### config.mk
export PLATFORM = sky130hd
export DESIGN_NAME = rbm_op_issuer_flat
export DESIGN_NICKNAME = d
export VERILOG_FILES = /design/src/rtl/rbm_pkg.sv /design/src/rtl/rbm_op_issuer_if.sv /design/src/rtl/rbm_sync_fifo.sv /design/src/rtl/rbm_op_issuer.sv /design/src/flat_wrapper.sv
export SDC_FILE = /design/constraint.sdc
export NUM_CORES = 1
export LEC_CHECK = 0
export ABC_CLOCK_PERIOD_IN_PS = 4900
export CORE_MARGIN = 8
export CORE_UTILIZATION = 50
export CTS_CLUSTER_DIAMETER = 100
export DETAILED_ROUTE_END_ITERATION = 8
export HOLD_SLACK_MARGIN = 0.06
export PLACE_DENSITY = 0.76
export SKIP_LAST_GASP = 1
export SLEW_MARGIN = 20
export SYNTH_ARGS = -nofsm -noshare
export SYNTH_HDL_FRONTEND = slang
export SYNTH_SLANG_ARGS = --single-unit
### constraint.sdc
create_clock -name clk -period 4.9 [get_ports clk]
set_clock_uncertainty 0.1 [all_clocks]
set_input_delay 0.735 -clock clk [delete_from_list [all_inputs] [get_ports clk]]
set_output_delay 0.735 -clock clk [all_outputs]
set_load 0.005 [all_outputs]
### src/rtl/rbm_pkg.sv
// Shared definitions for the RBM operation issuer.
//   RBM_DATA_WIDTH : operand/result word width used as the default everywhere
//   issuer_state_t : issue FSM states
//   ptr_w()        : pointer width for a FIFO of the given depth
package rbm_pkg;

   localparam int RBM_DATA_WIDTH = 128;

   typedef enum logic {
      IDLE  = 1'b0,
      ISSUE = 1'b1
   } issuer_state_t;

   // Address bits needed to index a power-of-two FIFO; never less than one.
   function automatic int ptr_w(input int depth);
      return (depth > 1) ? $clog2(depth) : 1;
   endfunction

endpackage

### src/rtl/rbm_op_issuer_if.sv
// Bundle of every non-clock/reset signal of rbm_op_issuer.
//   in_*     : operand packet stream into the issuer (valid/ready)
//   avm_*    : Avalon-MM write/readdatavalid path to the RBM compute slave
//   out_*    : result stream out of the issuer (valid/ready)
//   busy, err_unexpected, ops_issued : status
// Modport 'master' is the issuer's own view (it is the Avalon master);
// modport 'slave' is the view of everything around it.
interface rbm_op_issuer_if
   import rbm_pkg::*;
#(
   parameter int DATA_WIDTH = RBM_DATA_WIDTH,
   parameter int CNT_WIDTH  = 16
) ();

   logic                  in_valid;
   logic                  in_ready;
   logic [DATA_WIDTH-1:0] in_data;

   logic                  avm_write;
   logic [DATA_WIDTH-1:0] avm_writedata;
   logic                  avm_waitrequest;
   logic                  avm_readdatavalid;
   logic [DATA_WIDTH-1:0] avm_readdata;

   logic                  out_valid;
   logic                  out_ready;
   logic [DATA_WIDTH-1:0] out_data;

   logic                  busy;
   logic                  err_unexpected;
   logic [CNT_WIDTH-1:0]  ops_issued;

   modport master (
      input  in_valid, in_data,
      output in_ready,
      output avm_write, avm_writedata,
      input  avm_waitrequest, avm_readdatavalid, avm_readdata,
      output out_valid, out_data,
      input  out_ready,
      output busy, err_unexpected, ops_issued
   );

   modport slave (
      output in_valid, in_data,
      input  in_ready,
      input  avm_write, avm_writedata,
      output avm_waitrequest, avm_readdatavalid, avm_readdata,
      input  out_valid, out_data,
      output out_ready,
      input  busy, err_unexpected, ops_issued
   );

endinterface

### src/rtl/rbm_sync_fifo.sv
// Single-clock FIFO with a registered occupancy count.
//   clk, reset : clock, synchronous active-high reset
//   push, push_data : write request/data (ignored when full unless popping)
//   pop, pop_data   : read request (ignored when empty) / head of queue
//   full, empty, count : occupancy
// DEPTH must be a power of two and at least 2 so the pointers wrap freely.
module rbm_sync_fifo
   import rbm_pkg::*;
#(
   parameter  int WIDTH = RBM_DATA_WIDTH,
   parameter  int DEPTH = 4,
   localparam int PW    = ptr_w(DEPTH),
   localparam int CW    = PW + 1
) (
   input  logic             clk,
   input  logic             reset,
   input  logic             push,
   input  logic [WIDTH-1:0] push_data,
   input  logic             pop,
   output logic [WIDTH-1:0] pop_data,
   output logic             full,
   output logic             empty,
   output logic [CW-1:0]    count
);

   logic [WIDTH-1:0] mem [DEPTH];
   logic [PW-1:0]    wr_ptr;
   logic [PW-1:0]    rd_ptr;
   logic             do_push;
   logic             do_pop;

   // A full FIFO may still take a push in the cycle it is also popped.
   assign do_pop  = pop & ~empty;
   assign do_push = push & (~full | do_pop);

   // NOTE: storage is deliberately left out of reset; count and pointers
   // decide what is valid, so resetting the array would only cost area.
   always_ff @(posedge clk) begin
      if (do_push) mem[wr_ptr] <= push_data;
   end

   // NOTE: sequential state uses non-blocking assignments so every flop
   // samples the pre-edge values regardless of statement order.
   always_ff @(posedge clk) begin
      if (reset) begin
         wr_ptr <= '0;
         rd_ptr <= '0;
         count  <= '0;
      end else begin
         if (do_push) wr_ptr <= wr_ptr + PW'(1);
         if (do_pop)  rd_ptr <= rd_ptr + PW'(1);
         case ({do_push, do_pop})
            2'b10:   count <= count + CW'(1);
            2'b01:   count <= count - CW'(1);
            default: ;
         endcase
      end
   end

   assign full     = (count == CW'(DEPTH));
   assign empty    = (count == '0);
   assign pop_data = mem[rd_ptr];

endmodule

### src/rtl/rbm_op_issuer.sv
// Avalon-MM master feeding the RBM compute slave.
//   clk, reset : clock, synchronous active-high reset
//   bus        : rbm_op_issuer_if.master
//     in_*  operand packets are queued in a command FIFO
//     avm_* each packet is issued as one write; results come back on
//           readdatavalid in issue order and are queued in a result FIFO
//     out_* result FIFO drained on a valid/ready stream
//     busy / err_unexpected / ops_issued status
// Issue is credit based: a write only starts while outstanding results
// plus queued results are below RES_DEPTH, so the result FIFO never
// overflows. At most one write every two cycles.
// The interface instance must use the same DATA_WIDTH and CNT_WIDTH.
module rbm_op_issuer
   import rbm_pkg::*;
#(
   parameter int DATA_WIDTH = RBM_DATA_WIDTH,
   parameter int CMD_DEPTH  = 4,
   parameter int RES_DEPTH  = 4,
   parameter int CNT_WIDTH  = 16
) (
   input  logic           clk,
   input  logic           reset,
   rbm_op_issuer_if.master bus
);

   localparam int CMD_CW = ptr_w(CMD_DEPTH) + 1;
   localparam int OUT_W  = ptr_w(RES_DEPTH) + 1;
   localparam int CRD_W  = OUT_W + 1;
   localparam logic [CRD_W-1:0] CREDITS = CRD_W'(RES_DEPTH);

   issuer_state_t state, next_state;

   logic [DATA_WIDTH-1:0] cmd_head;
   logic                  cmd_full, cmd_empty, cmd_push, cmd_pop;
   logic [CMD_CW-1:0]     cmd_count;

   logic [DATA_WIDTH-1:0] res_head;
   logic                  res_full, res_empty, res_push, res_pop;
   logic [OUT_W-1:0]      res_count;

   logic [OUT_W-1:0]      outstanding;
   logic [CRD_W-1:0]      credit_used;
   logic                  credit_ok;
   logic                  accept;
   logic                  strobe_ok;

   logic                  avm_write_q;
   logic [DATA_WIDTH-1:0] writedata_q;
   logic [CNT_WIDTH-1:0]  ops_issued_q;
   logic                  err_q;

   // ---------------------------------------------------------------- FIFOs
   // in_ready is forced low while reset is held so nothing is accepted into
   // a queue that is being cleared.
   assign bus.in_ready = ~reset & ~cmd_full;
   assign cmd_push     = bus.in_valid & bus.in_ready;

   rbm_sync_fifo #(.WIDTH(DATA_WIDTH), .DEPTH(CMD_DEPTH)) u_cmd_fifo (
      .clk       (clk),
      .reset     (reset),
      .push      (cmd_push),
      .push_data (bus.in_data),
      .pop       (cmd_pop),
      .pop_data  (cmd_head),
      .full      (cmd_full),
      .empty     (cmd_empty),
      .count     (cmd_count)
   );

   // A strobe with nothing outstanding is dropped and flagged. The full
   // guard cannot trigger while credits are honoured; it keeps an
   // out-of-protocol slave from overwriting queued results.
   assign strobe_ok = bus.avm_readdatavalid & (outstanding != '0);
   assign res_push  = strobe_ok & ~res_full;
   assign res_pop   = bus.out_ready & ~res_empty;

   rbm_sync_fifo #(.WIDTH(DATA_WIDTH), .DEPTH(RES_DEPTH)) u_res_fifo (
      .clk       (clk),
      .reset     (reset),
      .push      (res_push),
      .push_data (bus.avm_readdata),
      .pop       (res_pop),
      .pop_data  (res_head),
      .full      (res_full),
      .empty     (res_empty),
      .count     (res_count)
   );

   // -------------------------------------------------------------- credits
   assign credit_used = CRD_W'(outstanding) + CRD_W'(res_count);
   assign credit_ok   = (credit_used < CREDITS);

   // ------------------------------------------------------------------ FSM
   always_ff @(posedge clk) begin
      if (reset) state <= IDLE;
      else       state <= next_state;
   end

   // NOTE: every output of this block gets a default first, so no path
   // through the case leaves a value unassigned and no latch is inferred.
   always_comb begin
      next_state = state;
      cmd_pop    = 1'b0;
      unique case (state)
         IDLE: begin
            if (!cmd_empty && credit_ok) next_state = ISSUE;
         end
         ISSUE: begin
            if (!bus.avm_waitrequest) begin
               cmd_pop    = 1'b1;
               next_state = IDLE;
            end
         end
         default: next_state = IDLE;
      endcase
   end

   assign accept = cmd_pop;

   // ------------------------------------------------- registered datapath
   // avm_write mirrors the next state so it rises together with ISSUE; the
   // write data is captured once on entry to ISSUE and then held through
   // any waitrequest stall.
   always_ff @(posedge clk) begin
      if (reset) begin
         avm_write_q  <= 1'b0;
         writedata_q  <= '0;
         outstanding  <= '0;
         ops_issued_q <= '0;
         err_q        <= 1'b0;
      end else begin
         avm_write_q <= (next_state == ISSUE);
         if (state == IDLE && next_state == ISSUE) writedata_q <= cmd_head;

         // Accept and result in the same cycle cancel out.
         case ({accept, strobe_ok})
            2'b10:   outstanding <= outstanding + OUT_W'(1);
            2'b01:   outstanding <= outstanding - OUT_W'(1);
            default: ;
         endcase

         if (accept) ops_issued_q <= ops_issued_q + CNT_WIDTH'(1);
         if (bus.avm_readdatavalid && outstanding == '0) err_q <= 1'b1;
      end
   end

   // ---------------------------------------------------------------- outputs
   assign bus.avm_write      = avm_write_q;
   assign bus.avm_writedata  = writedata_q;
   assign bus.out_valid      = ~res_empty;
   // Result storage is not reset, so the head is masked when nothing is queued.
   assign bus.out_data       = res_empty ? '0 : res_head;
   assign bus.busy           = (cmd_count != '0) | (outstanding != '0) | (res_count != '0);
   assign bus.err_unexpected = err_q;
   assign bus.ops_issued     = ops_issued_q;

endmodule

### src/flat_wrapper.sv
// flat-port wrapper written by rule: the top's interface ports become plain ports
module rbm_op_issuer_flat import rbm_pkg::*;
#(
   parameter int DATA_WIDTH = RBM_DATA_WIDTH,
   parameter int CMD_DEPTH  = 4,
   parameter int RES_DEPTH  = 4,
   parameter int CNT_WIDTH  = 16
)
  (clk, reset, bus_in_valid, bus_in_data, bus_in_ready, bus_avm_write, bus_avm_writedata, bus_avm_waitrequest, bus_avm_readdatavalid, bus_avm_readdata, bus_out_valid, bus_out_data, bus_out_ready, bus_busy, bus_err_unexpected, bus_ops_issued);
  rbm_op_issuer_if #(.DATA_WIDTH(DATA_WIDTH), .CNT_WIDTH(CNT_WIDTH)) bus_i ();
  input  logic clk;
  input  logic reset;
  input wire logic [$bits(bus_i.in_valid)-1:0] bus_in_valid;
  input wire logic [$bits(bus_i.in_data)-1:0] bus_in_data;
  output wire logic [$bits(bus_i.in_ready)-1:0] bus_in_ready;
  output wire logic [$bits(bus_i.avm_write)-1:0] bus_avm_write;
  output wire logic [$bits(bus_i.avm_writedata)-1:0] bus_avm_writedata;
  input wire logic [$bits(bus_i.avm_waitrequest)-1:0] bus_avm_waitrequest;
  input wire logic [$bits(bus_i.avm_readdatavalid)-1:0] bus_avm_readdatavalid;
  input wire logic [$bits(bus_i.avm_readdata)-1:0] bus_avm_readdata;
  output wire logic [$bits(bus_i.out_valid)-1:0] bus_out_valid;
  output wire logic [$bits(bus_i.out_data)-1:0] bus_out_data;
  input wire logic [$bits(bus_i.out_ready)-1:0] bus_out_ready;
  output wire logic [$bits(bus_i.busy)-1:0] bus_busy;
  output wire logic [$bits(bus_i.err_unexpected)-1:0] bus_err_unexpected;
  output wire logic [$bits(bus_i.ops_issued)-1:0] bus_ops_issued;
  assign bus_i.in_valid = bus_in_valid;
  assign bus_i.in_data = bus_in_data;
  assign bus_in_ready = bus_i.in_ready;
  assign bus_avm_write = bus_i.avm_write;
  assign bus_avm_writedata = bus_i.avm_writedata;
  assign bus_i.avm_waitrequest = bus_avm_waitrequest;
  assign bus_i.avm_readdatavalid = bus_avm_readdatavalid;
  assign bus_i.avm_readdata = bus_avm_readdata;
  assign bus_out_valid = bus_i.out_valid;
  assign bus_out_data = bus_i.out_data;
  assign bus_i.out_ready = bus_out_ready;
  assign bus_busy = bus_i.busy;
  assign bus_err_unexpected = bus_i.err_unexpected;
  assign bus_ops_issued = bus_i.ops_issued;
  rbm_op_issuer #(.DATA_WIDTH(DATA_WIDTH), .CMD_DEPTH(CMD_DEPTH), .RES_DEPTH(RES_DEPTH), .CNT_WIDTH(CNT_WIDTH)) u_core (.clk(clk), .reset(reset), .bus(bus_i));
endmodule
Word level (Yosys, flattened, before mapping)
Memory sizes are Yosys's and may differ from the RTL's. A register that Yosys moved wholly into a read port is not among the register bits.
Index checks and enable logic that the tools add are counted.
{"block": "totals", "register_bits": 35, "elab_cells": 80, "input_bits": 262, "ram_bits": 1024, "memories": 2}
{"block": "classes", "eq_ne": 8, "n_mux": 15, "n_reduce_logical": 13, "addsub": 12, "n_lt_le_gt_ge": 1, "n_bitwise": 19}
{"memory": "u_core.u_cmd_fifo.mem", "words": 4, "word_bits": 128, "rd": 1, "rd_ports_with_merged_regs": 1, "wr": 1, "line_no": "rbm_sync_fifo.sv:26", "rtl": "logic [WIDTH-1:0] mem [DEPTH];"}
{"memory": "u_core.u_res_fifo.mem", "words": 4, "word_bits": 128, "rd": 1, "rd_ports_with_merged_regs": 1, "wr": 1, "line_no": "rbm_sync_fifo.sv:26"}
{"operator": "$mux 128", "count": 1}
{"operator": "$pmux 3 s2", "count": 3}
{"operator": "$add 16x1->16 const B", "count": 1}
{"operator": "$add 3x1->3 const B", "count": 3}
{"operator": "$and 1x1->1", "count": 9}
{"operator": "$logic_not 3->1", "count": 3}
{"operator": "$reduce_bool 3->1", "count": 3}
{"operator": "$sub 3x1->3 const B", "count": 3}
{"operator": "$add 2x1->2 const B", "count": 4}
{"operator": "$mux 1", "count": 8}
{"operator": "$eq 2x1->1 const B", "count": 3}
{"operator": "$eq 2x2->1 const B", "count": 3}
{"operator": "$eq 3x3->1 const B", "count": 2}
{"operator": "$not 1->1", "count": 6}
{"operator": "$reduce_bool 2->1", "count": 3}
{"operator": "$add 3x3->4", "count": 1}
{"operator": "$lt 4x3->1 const B", "count": 1}
{"operator": "$mux 2", "count": 2}
{"operator": "$or 1x1->1", "count": 4}
{"operator": "$logic_and 1x1->1", "count": 3}
{"operator": "$pmux 1 s2", "count": 1}
{"operator": "$logic_not 1->1", "count": 1}

Depth between registers and ports, before layout
{"block": "depth", "word_depth": 8, "ltp_mapped": 9, "ltp_nobuf": 9}

Cells and area by module
A second synthesis with hierarchy kept.
{"block": "unflattened", "cells_unflattened": 2270, "hier_area_um2": 44956.9}
{"module": "rbm_sync_fifo at u_core.u_res_fifo", "cells_per_inst": 727, "seq_area_each_um2": 15554.9, "area_per_inst_um2": 18953.2, "instances": 1}
{"module": "rbm_sync_fifo at u_core.u_cmd_fifo", "cells_per_inst": 727, "seq_area_each_um2": 15554.9, "area_per_inst_um2": 18929.4, "instances": 1}
{"module": "rbm_op_issuer", "cells_per_inst": 816, "seq_area_each_um2": 2982.9, "area_per_inst_um2": 7074.3, "instances": 1}

Worst setup path after synthesis
No wires, ideal clock.
{"block": "synth_path", "path_kind": "input port to flip-flop", "startpoint": "input reset", "endpoint": "memory u_core.u_cmd_fifo.mem[1][0] in the netlist's numbering, enable pin", "path_stages": 3, "required_ns": 4.298, "setup_time_ns": 0.502, "slack_ns": -0.127, "arrival_ns": 4.424, "cell_sequence": "clkbuf_1 > a211oi_1 > and2_1"}
{"block": "synth_via", "elab_chain_len": 6}
{"element": "start, declared", "line_no": "flat_wrapper.sv:12", "rtl": "input logic reset;"}
{"element": "$not 1->1", "line_no": "rbm_op_issuer.sv:55", "rtl": "assign bus.in_ready = ~reset & ~cmd_full;"}
{"element": "$and 1x1->1", "line_no": "rbm_op_issuer.sv:55"}
{"element": "$and 1x1->1", "line_no": "rbm_op_issuer.sv:56", "rtl": "assign cmd_push = bus.in_valid & bus.in_ready;"}
{"element": "$and 1x1->1", "line_no": "rbm_sync_fifo.sv:34", "rtl": "assign do_push = push & (~full | do_pop);"}
{"element": "$mux 1", "line_no": "rbm_sync_fifo.sv:39", "rtl": "if (do_push) mem[wr_ptr] <= push_data;"}
{"element": "$mux 1 (implied by the code)", "line_no": "rbm_sync_fifo.sv:39"}
{"element": "end, declared", "line_no": "rbm_sync_fifo.sv:26"}
No other way between the ends.

==> summary by stage <==
Timing
Setup repair after global routing left no endpoint under its margin. The worst-case headroom to the max-slew limit is 0.287. The worst hold slack is approximately 0.36 ns. After layout, the minimum clock period comes to between 3 and 4 ns. The actual transition at the worst max-transition pin is 1.07 ns. The hold violation count in the final report came to 0.

The max-slew violation count is 0. The count of endpoints failing setup in the final report is 0. In the final timing run, aggregate negative setup slack is 0 ns. The maximum achievable frequency is 252 MHz.

The final worst-path cycle share is 0.809.

Power
Power comes to about 24 mW. The largest voltage drop on the vdd net is 0.304 mV. The power density over the cells is 427 mW/mm^2. The leakage power summed over all cells is 17.3 nW.

Synth
The Yosys warning count is 0. In this run, synthesis produced a sequential element count of 1,189. In this run, synthesis inferred 1,024 flip-flops with an integrated enable. A synthesized cell averages approximately 20 um^2. Counting every net in the synthesized netlist gives 2,525.

The share of the Yosys chip area taken by registers is 0.761. The synthesized netlist occupies a cell area of 0.0448 mm^2. In this run, distinct cell masters in the synthesized netlist total 42. Of all flip-flops after synthesis, the portion carrying an async set or reset was 0. The dominant synthesized flop cell is edfxtp_1. The instance count of the mapped netlist is 2,246.

Placement
Summing all placed instances gives a cell area of roughly 0.052 mm^2. The congestion estimate from routability-driven global placement came to slightly below 0.8. The detailed placement HPWL is 65,000 um. The count of buffers inserted at the top-level ports is 538.

Final layout
Summing all non-filler instances in the final layout gives an area of 0.0554 mm^2. For this run, the post-layout net count is 3,113. In the final layout, the share of cells above drive strength 1 is 0.248.

Counting the fill cells in the layout gives roughly 6,000. The area added between synthesis and finish is 23.7%.

Critical path
The critical path in this run is classified as flop to output pin. The endpoint kind of the worst setup timing path is an output pin. The capture point of the worst reg-to-reg path is u_core.u_res_fifo.mem[3][72]. The maximum net fanout on the critical path is 65. The worst register-to-register path begins at u_core.outstanding[0]. The data required time at the worst endpoint is 4.07 ns.

The worst reg-to-reg path cell count is 4. The data arrival time at the worst-slack endpoint is 3.13 ns. The startpoint type of the worst setup path is a flop. Setup slack on the worst reg-to-reg path comes out at 1.85 ns.

Global routing
The wire length of the first global-routing pass is approximately 150,000 um. The layer with the highest usage after global routing is met2. The total overflow reported by the global router is 0. Entering global routing, the biggest net connects 132 pins. The global routing usage summed across all routing layers is 0.201. In the global route stage, met3 resource usage came out at 0.0671. For met2 alone, demand over resource in global routing was 0.332. The routing usage on met1 is 0.256.

The initial antenna violation count is 25. The number of global-route vias before repair is about 24,000.

Floorplan
Row generation in the floorplan step produced 109 rows. The I/O pin count is about 540. The region available for standard cell placement spans 0.0885 mm^2.

The die boundary height is 315 um. The starting utilization of the core area is 0.506. The die area is between 0.09 and 0.1 mm^2. The die is around 320 um wide.

Run status
The flow ran to the end, and the final reports show no timing, DRC or antenna violations.

Clocking
CTS placed an instance of clkbuf_16 at the clock tree root. Buffers inserted during clock tree synthesis total 112. The clock-pin slew of the registers on the worst-case setup and hold paths is approximately 0.070 ns. The CTS tree is yes. The maximum clock insertion buffer count is 3.

The number of buffers added to fix hold violations after cts is 0. The deepest level of the CTS H-tree is 3. Once the clock tree was built, the resizer swapped 0 gates to a different size. The number of buffers added for setup after CTS is 0.

CTS saw 1,189 sinks. The clock latency of the later-clocked register in the worst-skew pair is 0.66 ns.

Routing
The final layout contains routed wiring with a total length of 102,000 um. After detailed routing, the number of remaining DRC violations is 0. Once detail routing completed, the nets flagged for antenna violations numbered 0.

The iteration count of the initial detailed-routing pass is 5. The first routing iteration left 1,909 violations. The total via count after detailed routing is 22,800. In the final routed layout, each cell accounts on average for ~25 um. The via count normalized by instance count is about 5.5.

Hold path
The tightest min-delay check is of the flop to flop type. The end point of the worst hold path is u_core.bus.avm_writedata[96]. The cell count of the worst hold path is 2. The worst hold path begins at u_core.bus.avm_writedata[96].

Job
The number of maximum-capacitance violations is 0.
## through the flow
stage,setup WS [ns],util,cells
floorplan,0.0884,-,2246
global placement,1.11,0.582,3885
detailed placement,1.04,0.582,3885
CTS,0.769,0.625,4094
global route,0.708,0.625,4104
finish,0.937,0.625,4112
## sequential cells by signal, summed over array words and instances (netlist names), named ones only
signal / count
u_core.bus.avm_write: 1
u_core.bus.avm_writedata: 128
u_core.bus.err_unexpected: 1
u_core.bus.ops_issued: 16
u_core.outstanding: 3
u_core.u_cmd_fifo.count: 3
u_core.u_cmd_fifo.mem: 512
u_core.u_cmd_fifo.rd_ptr: 2
u_core.u_cmd_fifo.wr_ptr: 2
u_core.u_res_fifo.count: 3
u_core.u_res_fifo.mem: 512
u_core.u_res_fifo.rd_ptr: 2
u_core.u_res_fifo.wr_ptr: 2
## synth_stat cells (all sizes together), types with 2 or more instances
| library cell | count | area [um^2] |
|---|---|---|
| or3 | 3 | 18.8 |
| nand4 | 3 | 18.8 |
| dfxtp | 165 | 3300 |
| nor3 | 8 | 45.0 |
| mux4 | 256 | 5770 |
| o21ai | 3 | 15.0 |
| buf | 57 | 469 |
| nor4 | 3 | 18.8 |
| xnor2 | 14 | 123 |
| fa | 3 | 60.1 |
| nand3 | 8 | 40.0 |
| inv | 21 | 78.8 |
| mux2 | 2 | 22.5 |
| a311oi | 2 | 41.3 |
| xor2 | 10 | 87.6 |
| and2 | 137 | 857 |
| nor2b | 3 | 18.8 |
| ha | 14 | 175 |
| a21oi | 139 | 1110 |
| clkbuf | 61 | 229 |
| nand2 | 262 | 1280 |
| edfxtp | 1024 | 30700 |
| nor2 | 38 | 143 |
## placed cells by master, fill, tap and decap left out, drive strengths merged, types with 5 or more instances in the layout
master / Yosys / final
xnor2: 14 / 14
nor3: 8 / 8
clkinvlp: 0 / 5
bufinv: 0 / 13
inv: 21 / 23
nand3: 8 / 8
nand2: 262 / 262
edfxtp: 1024 / 1024
xor2: 10 / 10
clkinv: 0 / 38
and2: 137 / 137
a21oi: 139 / 139
ha: 14 / 14
clkbuf: 61 / 152
dfxtp: 165 / 165
buf: 57 / 54
mux4: 256 / 256
diode: 0 / 18
clkdlybuf4s50: 0 / 537
nor2: 38 / 38
## worst max-delay path by stage
stage                               start                            to  slack [ns]  cells past startpoint
floorplan           bus_avm_readdatavalid   u_core.u_res_fifo.mem[1][0]        0.09                      3
global placement    bus_avm_readdatavalid  u_core.u_res_fifo.mem[3][56]        1.11                      5
detailed placement  bus_avm_readdatavalid  u_core.u_res_fifo.mem[3][53]        1.04                      5
CTS                                  flop               bus_out_data[9]        0.77                      4
global route                         flop              bus_out_data[73]        0.71                      4
finish                               flop              bus_out_data[16]        0.94                      4
## logic make-up (layout without fill, tap and decap cells)
kind of cell,count (synthesis),in the layout,share of synthesized area
and+or+nand+nor,470,470,0.0555
other,0,18,0
AOI/OAI and AO/OA,148,148,0.0268
muxes,259,259,0.130
xor gates and xnor gates,24,24,0.00470
DFF,1189,1189,0.761
buffers and inverters,139,822,0.0174
adders and majority gates,17,17,0.00526
## cell type report
class                   count  area [um^2]  share of cell area
diodes                     18         45.0            0.000814
clock inverters            58          668              0.0121
repair buffers            592         5990               0.108
inverters                  21         80.1             0.00145
well taps                1165         1460              0.0263
multi-input cells         918         9950               0.180
flip-flops and latches   1189        34100               0.615
clock buffers             151         3100              0.0560
## per-layer routing
metal / up-vias / wire (um)
met5: - / 96
met4: 16 / 1920
met3: 130 / 10100
met2: 878 / 49800
met1: 11800 / 39900
li1: 9972 / -
## power by group
group	internal, mW	switching [mW]
Clock	5.13	3.61
Combinational	1.69	1.49
Sequential	11.5	0.231
## worst max-delay path: stages, from the launching register on
cell,delay (ns)
dfxtp_4,0.66
buf_12,0.46
mux4_2,0.59
and2_1,0.17
clkdlybuf4s50_1,0.46
Power figures use the tool's default switching activity.
